File: config.mk
export PLATFORM = sky130hd
export DESIGN_NAME = envelope_gen
export DESIGN_NICKNAME = d
export VERILOG_FILES = /design/src/rtl/envelope_gen_pkg.sv /design/src/rtl/envelope_gen_scale.sv /design/src/rtl/envelope_gen.sv
export SDC_FILE = /design/constraint.sdc
export NUM_CORES = 1
export LEC_CHECK = 0
export CAP_MARGIN = 0
export CORE_MARGIN = 2
export CORE_UTILIZATION = 58
export CTS_BUF_LIST = sky130_fd_sc_hd__clkbuf_2 sky130_fd_sc_hd__clkbuf_4 sky130_fd_sc_hd__clkbuf_8
export DETAILED_ROUTE_END_ITERATION = 16
export PLACE_DENSITY = 0.84
export SLEW_MARGIN = 20
export SYNTH_ARGS = -nofsm -noshare
export SYNTH_HDL_FRONTEND = slang
export SYNTH_SLANG_ARGS = --single-unit
File: constraint.sdc
create_clock -name clk -period 6.1 [get_ports clk]
set_input_delay 1.22 -clock clk [delete_from_list [all_inputs] [get_ports clk]]
set_output_delay 1.22 -clock clk [all_outputs]
set_load 0.005 [all_outputs]
File: src/rtl/envelope_gen_pkg.sv
// Shared synth constants: tone/period settings and envelope state encodings.
package envelope_gen_pkg;

    // Tone and period constants shared by the voice generators.
    localparam int TONE_VOICES = 4;
    localparam int PERIOD_W    = 12;

    // Envelope level ceiling; level is an 8-bit unsigned quantity.
    localparam int LEVEL_MAX = 255;

    typedef enum logic [2:0] {
        ENV_IDLE    = 3'd0,
        ENV_ATTACK  = 3'd1,
        ENV_DECAY   = 3'd2,
        ENV_SUSTAIN = 3'd3,
        ENV_RELEASE = 3'd4
    } env_state_e;

    // A zero step means "jump the whole range in one tick".
    function automatic logic [7:0] eff_step(input logic [7:0] step);
        return (step == 8'd0) ? 8'(LEVEL_MAX) : step;
    endfunction

endpackage

File: src/rtl/envelope_gen_scale.sv
// Combinational amplitude scaling: samp * (level + 1) >> 8.
module env_scale
    import envelope_gen_pkg::*;
#(
    parameter int SAMPLE_W = 8
) (
    input  logic [SAMPLE_W-1:0] i_samp,
    input  logic [7:0]          i_level,
    output logic [SAMPLE_W-1:0] o_scaled
);

    logic [8:0]          w_gain;
    logic [SAMPLE_W+8:0] w_prod;
    logic [SAMPLE_W+8:0] w_shifted;

    // level + 1 spans 1..256, so level 255 is an exact pass-through.
    assign w_gain    = {1'b0, i_level} + 9'd1;
    assign w_prod    = {9'd0, i_samp} * {{SAMPLE_W{1'b0}}, w_gain};
    assign w_shifted = w_prod >> 8;
    // The shifted product never exceeds i_samp, so truncation is lossless.
    assign o_scaled  = SAMPLE_W'(w_shifted);

endmodule

File: src/rtl/envelope_gen.sv
// ADSR envelope generator with legato retrigger and registered sample scaling.
module envelope_gen
    import envelope_gen_pkg::*;
#(
    parameter int SAMPLE_W = 8
) (
    input  logic                clk,
    input  logic                reset,
    input  logic                gate,
    input  logic                tick,
    input  logic [7:0]          attack_step,
    input  logic [7:0]          decay_step,
    input  logic [7:0]          release_step,
    input  logic [7:0]          sustain_level,
    input  logic [SAMPLE_W-1:0] samp_in,
    output logic [SAMPLE_W-1:0] samp_out,
    output logic [7:0]          level,
    output logic [2:0]          env_state,
    output logic                active
);

    env_state_e          r_state;
    env_state_e          w_nxt_state;
    logic [7:0]          r_level;
    logic [7:0]          w_nxt_level;
    logic                r_gate_q;
    logic [SAMPLE_W-1:0] r_samp_out;
    logic [SAMPLE_W-1:0] w_scaled;

    logic                w_rise;
    logic                w_fall;
    logic [8:0]          w_att_sum;
    logic [8:0]          w_dec_diff;
    logic [8:0]          w_rel_diff;

    assign w_rise = gate & ~r_gate_q;
    assign w_fall = ~gate & r_gate_q;

    // 9-bit intermediates: bit 8 flags overflow (attack) or borrow (decay/release).
    assign w_att_sum  = {1'b0, r_level} + {1'b0, eff_step(attack_step)};
    assign w_dec_diff = {1'b0, r_level} - {1'b0, eff_step(decay_step)};
    assign w_rel_diff = {1'b0, r_level} - {1'b0, eff_step(release_step)};

    // Register the gate, envelope state and level.
    always_ff @(posedge clk or negedge reset) begin
        if (!reset) begin
            r_state  <= ENV_IDLE;
            r_level  <= 8'd0;
            r_gate_q <= 1'b0;
        end else begin
            r_state  <= w_nxt_state;
            r_level  <= w_nxt_level;
            r_gate_q <= gate;
        end
    end

    // Next state and level; gate edges win over tick so level holds on an edge cycle.
    always_comb begin
        w_nxt_state = r_state;
        w_nxt_level = r_level;
        if (w_rise) begin
            w_nxt_state = ENV_ATTACK;
        end else if (w_fall && r_state != ENV_IDLE) begin
            w_nxt_state = ENV_RELEASE;
        end else begin
            case (r_state)
                ENV_IDLE: begin
                    w_nxt_state = ENV_IDLE;
                end
                ENV_ATTACK: begin
                    if (tick) begin
                        if (w_att_sum >= 9'(LEVEL_MAX)) begin
                            w_nxt_level = 8'(LEVEL_MAX);
                            w_nxt_state = ENV_DECAY;
                        end else begin
                            w_nxt_level = w_att_sum[7:0];
                        end
                    end
                end
                ENV_DECAY: begin
                    if (tick) begin
                        if (w_dec_diff[8] || (w_dec_diff[7:0] <= sustain_level)) begin
                            w_nxt_level = sustain_level;
                            w_nxt_state = ENV_SUSTAIN;
                        end else begin
                            w_nxt_level = w_dec_diff[7:0];
                        end
                    end
                end
                ENV_SUSTAIN: begin
                    if (tick) begin
                        w_nxt_level = sustain_level;
                    end
                end
                ENV_RELEASE: begin
                    if (tick) begin
                        if (w_rel_diff[8] || (w_rel_diff[7:0] == 8'd0)) begin
                            w_nxt_level = 8'd0;
                            w_nxt_state = ENV_IDLE;
                        end else begin
                            w_nxt_level = w_rel_diff[7:0];
                        end
                    end
                end
                default: begin
                    // Unused codes recover to a silent idle.
                    w_nxt_state = ENV_IDLE;
                    w_nxt_level = 8'd0;
                end
            endcase
        end
    end

    env_scale #(
        .SAMPLE_W (SAMPLE_W)
    ) u_scale (
        .i_samp   (samp_in),
        .i_level  (r_level),
        .o_scaled (w_scaled)
    );

    // Register the scaled sample; an idle envelope at level 0 is hard-muted.
    always_ff @(posedge clk or negedge reset) begin
        if (!reset) begin
            r_samp_out <= '0;
        end else if (r_state == ENV_IDLE && r_level == 8'd0) begin
            r_samp_out <= '0;
        end else begin
            r_samp_out <= w_scaled;
        end
    end

    assign samp_out  = r_samp_out;
    assign level     = r_level;
    assign env_state = r_state;
    assign active    = (r_state != ENV_IDLE);

endmodule

==> metrics.txt <==
run status finished clean; r2r setup slk 320 ps; share of the synthesized area in the top cell type 18.7%; Achievable Freq 0.172 GHz; synthesized flop and latch total 20; Worst Tran Pin Value 972 ps; cell taking the most area after synthesis fa_1; CTS tree done; diode count 0; synthesized area per cell between 8 and 9 um^2; RSZ-0062 raised after global routing no; total grt overflow 0; number of setup buffers added after CTS 0; row cnt 32; First-pass DRT Iterations 6; Power, Total 2.52 mW; H-tree depth 1; PD cells 459 nW/um^2; die height between 90 and 100 um; Worst Hold Launch r_gate_q$_DFF_PN0_; worst setup margin 280 ps; number of setup violations in the final report 0; hpwl dp 9730 um; Worst EP arrival 5930 ps; clock sinks 20; EDFF count, synth 0; total die area 8680 um^2; reg-to-reg endpoint samp_out[6]$_DFF_PN0_; first-pass GRT wire length roughly 20000 um; post-route design area 5500 um^2; Post-synth ARST share 100%; CTS clk-pin slew, worst paths 80 ps; max-cap violations 0; Worst EP required 6210 ps; Rel. slew slack 35.0%; Final Hold Vio Count 0; CTS Hold Bufs 0; hold endpoint env_state[1]$_DFFE_PN0P_; Synth Warn # 0; wire per inst 16.2 um; clk root buf clkbuf_8; fin. max-slew vios 0; CORE AREA ~7700 um^2; Num CTS Buffers 3; largest net degree at the start of global routing 21; via/cell ratio 5.83; Total Routing Usage GR 28.3%; WS Path Type input pin to flip-flop; R2R depth 20; Synth Cell Area 4610 um^2; total number of vias 4162; hold path depth 3; Final period util 95.4%; part of the Yosys area used for sequential elements 10.8%; DP Worst Slack -116 ps; Placed Instances 710; Ports between 60 and 70; Setup crit start kind input pin; Clk Latency, worst-skew pair around 270 ps; fin util 71.2%; Final min period 5820 ps; leakage 2.68 nW; Netlist cell types just over 60; DRT antenna net count 0; vias in the first global route about 4300; First DRT Iteration DRCs 170; worst hold slack 606 ps; Post-Synthesis Cells roughly 540; CP Capture Type flip-flop; syn nets roughly 690; ranking of synthesized cells by area fa_1 19%, ha_1 18%, dfrtp_1 11%; I/O Buffers 63; die extent in x 93.2 um; Fin Setup TNS 0 ps; Post-Route WL around 12000 um; Most used DFF post-synth dfrtp_1; Area after DPL 5420 um^2; Max Clock Skew 10.2 ps; Layout Nets about 770; worst min path class flip-flop to flip-flop; Area Overhead vs Synth 19.2%; DRC Markers 0; global placement routability congestion around 0.93; worst r2r src level[0]$_DFFE_PN0P_; VDD IR-drop max 0.000213 V; initial antenna violation count 0; layout cells sized above 1 5.39%; FILL cells 608; clk buf depth 2; Layout Cells excl Fill 714; initial core utilization 59.7%; CP Max Fanout 9
[routing by layer]
layer  share of wire [%]  up-vias  track usage (%)
li1                    -     1999                -
met1                  43     2006             36.8
met2                  51      134             50.9
met3                 4.0       23             2.18
met4                 1.8        0             7.48
met5                   0        -                0
[worst max-delay path, cell delays in order]
cell and delay (ps):
clkdlybuf4s50_1 540, and2_1 220, fa_1 450, fa_1 550, inv_1 50, fa_1 470
inv_1 50, fa_1 480, ha_1 230, a2111oi_0 390, o21a_1 200, o31ai_1 90
buf_4 160, a41o_1 250, nor2_1 220, o21bai_1 120, xnor2_1 150, nor2_1 70
[cells by family (layout without fill, tap and decap cells)]
logic type / count (synthesis) / count (layout) / synth area share (%)
multiplexers: 5 / 5 / 1.22
adder cells (fa/ha/maj): 110 / 110 / 36.8
buffers and inverters: 68 / 139 / 5.70
XOR/XNOR: 32 / 32 / 6.08
AND/OR/NAND/NOR: 200 / 200 / 23.2
AO/OA/AOI/OAI: 106 / 106 / 16.2
flip-flops: 20 / 20 / 10.8
[state kept, by name, summed over array words and instances (netlist names)]
signal and count:
r_gate_q 1, level 8, samp_out 8, env_state 3
[layout by cell type, fill, tap and decap left out, drive strengths merged, types with 3 or more instances in the layout]
cell type      count
a211oi             5
a21o               6
a21oi             26
a221o              3
a22oi              4
a31oi              6
and2              19
buf               11
clkbuf             4
clkdlybuf4s50     63
dfrtp             20
fa                43
ha                66
inv               61
mux2i              3
nand2             23
nand2b            23
nand3              8
nand4              3
nor2              48
nor2b             47
nor3               6
nor4               4
o21a               6
o21ai             25
or2                7
or3                4
or4                3
xnor2             21
xor2              11
[worst max path at each step]
stage | startpoint | end | slack (ps) | cells after the start
2_1_floorplan | decay_step[3] | level[2]$_DFFE_PN0P_ | 720 | 20
3_3_place_gp | decay_step[3] | level[2]$_DFFE_PN0P_ | 90 | 20
3_5_place_dp | decay_step[3] | level[2]$_DFFE_PN0P_ | -120 | 20
4_1_cts | decay_step[3] | level[2]$_DFFE_PN0P_ | 90 | 20
5_1_grt | level[0]$_DFFE_PN0P_ | samp_out[6]$_DFF_PN0_ | 10 | 20
6_report | samp_in[4] | samp_out[6]$_DFF_PN0_ | 280 | 18
[what timing repair did]
item                                    CTS  global route
endpoints found under the setup margin    0             8
gates resized for setup                   0             5
hold endpoints to repair                  0             0
[where the power goes]
part | internal (mW) | switching, mW
sequential | 0.178 | 0.0950
clock | 0.0576 | 0.0478
combinational | 0.949 | 1.20
[Yosys cell counts (all sizes together), types with 5 or more instances]
cell	instances
dfrtp	20
nor3	6
or2	7
nand2b	23
a211oi	5
ha	66
nor2	48
nand2	23
xnor2	21
xor2	11
a21o	6
clkbuf	6
o21a	6
a31oi	6
o21ai	25
and2	19
fa	43
nor2b	47
nand3	8
a21oi	26
inv	61
[final cells by class]
class | count | area, um^2 | share of cell area, %
clock buffer | 4 | 55.1 | 1.00
inverter | 61 | 229 | 4.16
multi-input combinational | 453 | 3870 | 70.4
sequential | 20 | 500 | 9.10
tap | 102 | 128 | 2.32
timing repair buffer | 74 | 713 | 13.0
(Power assumes the default switching activity.)
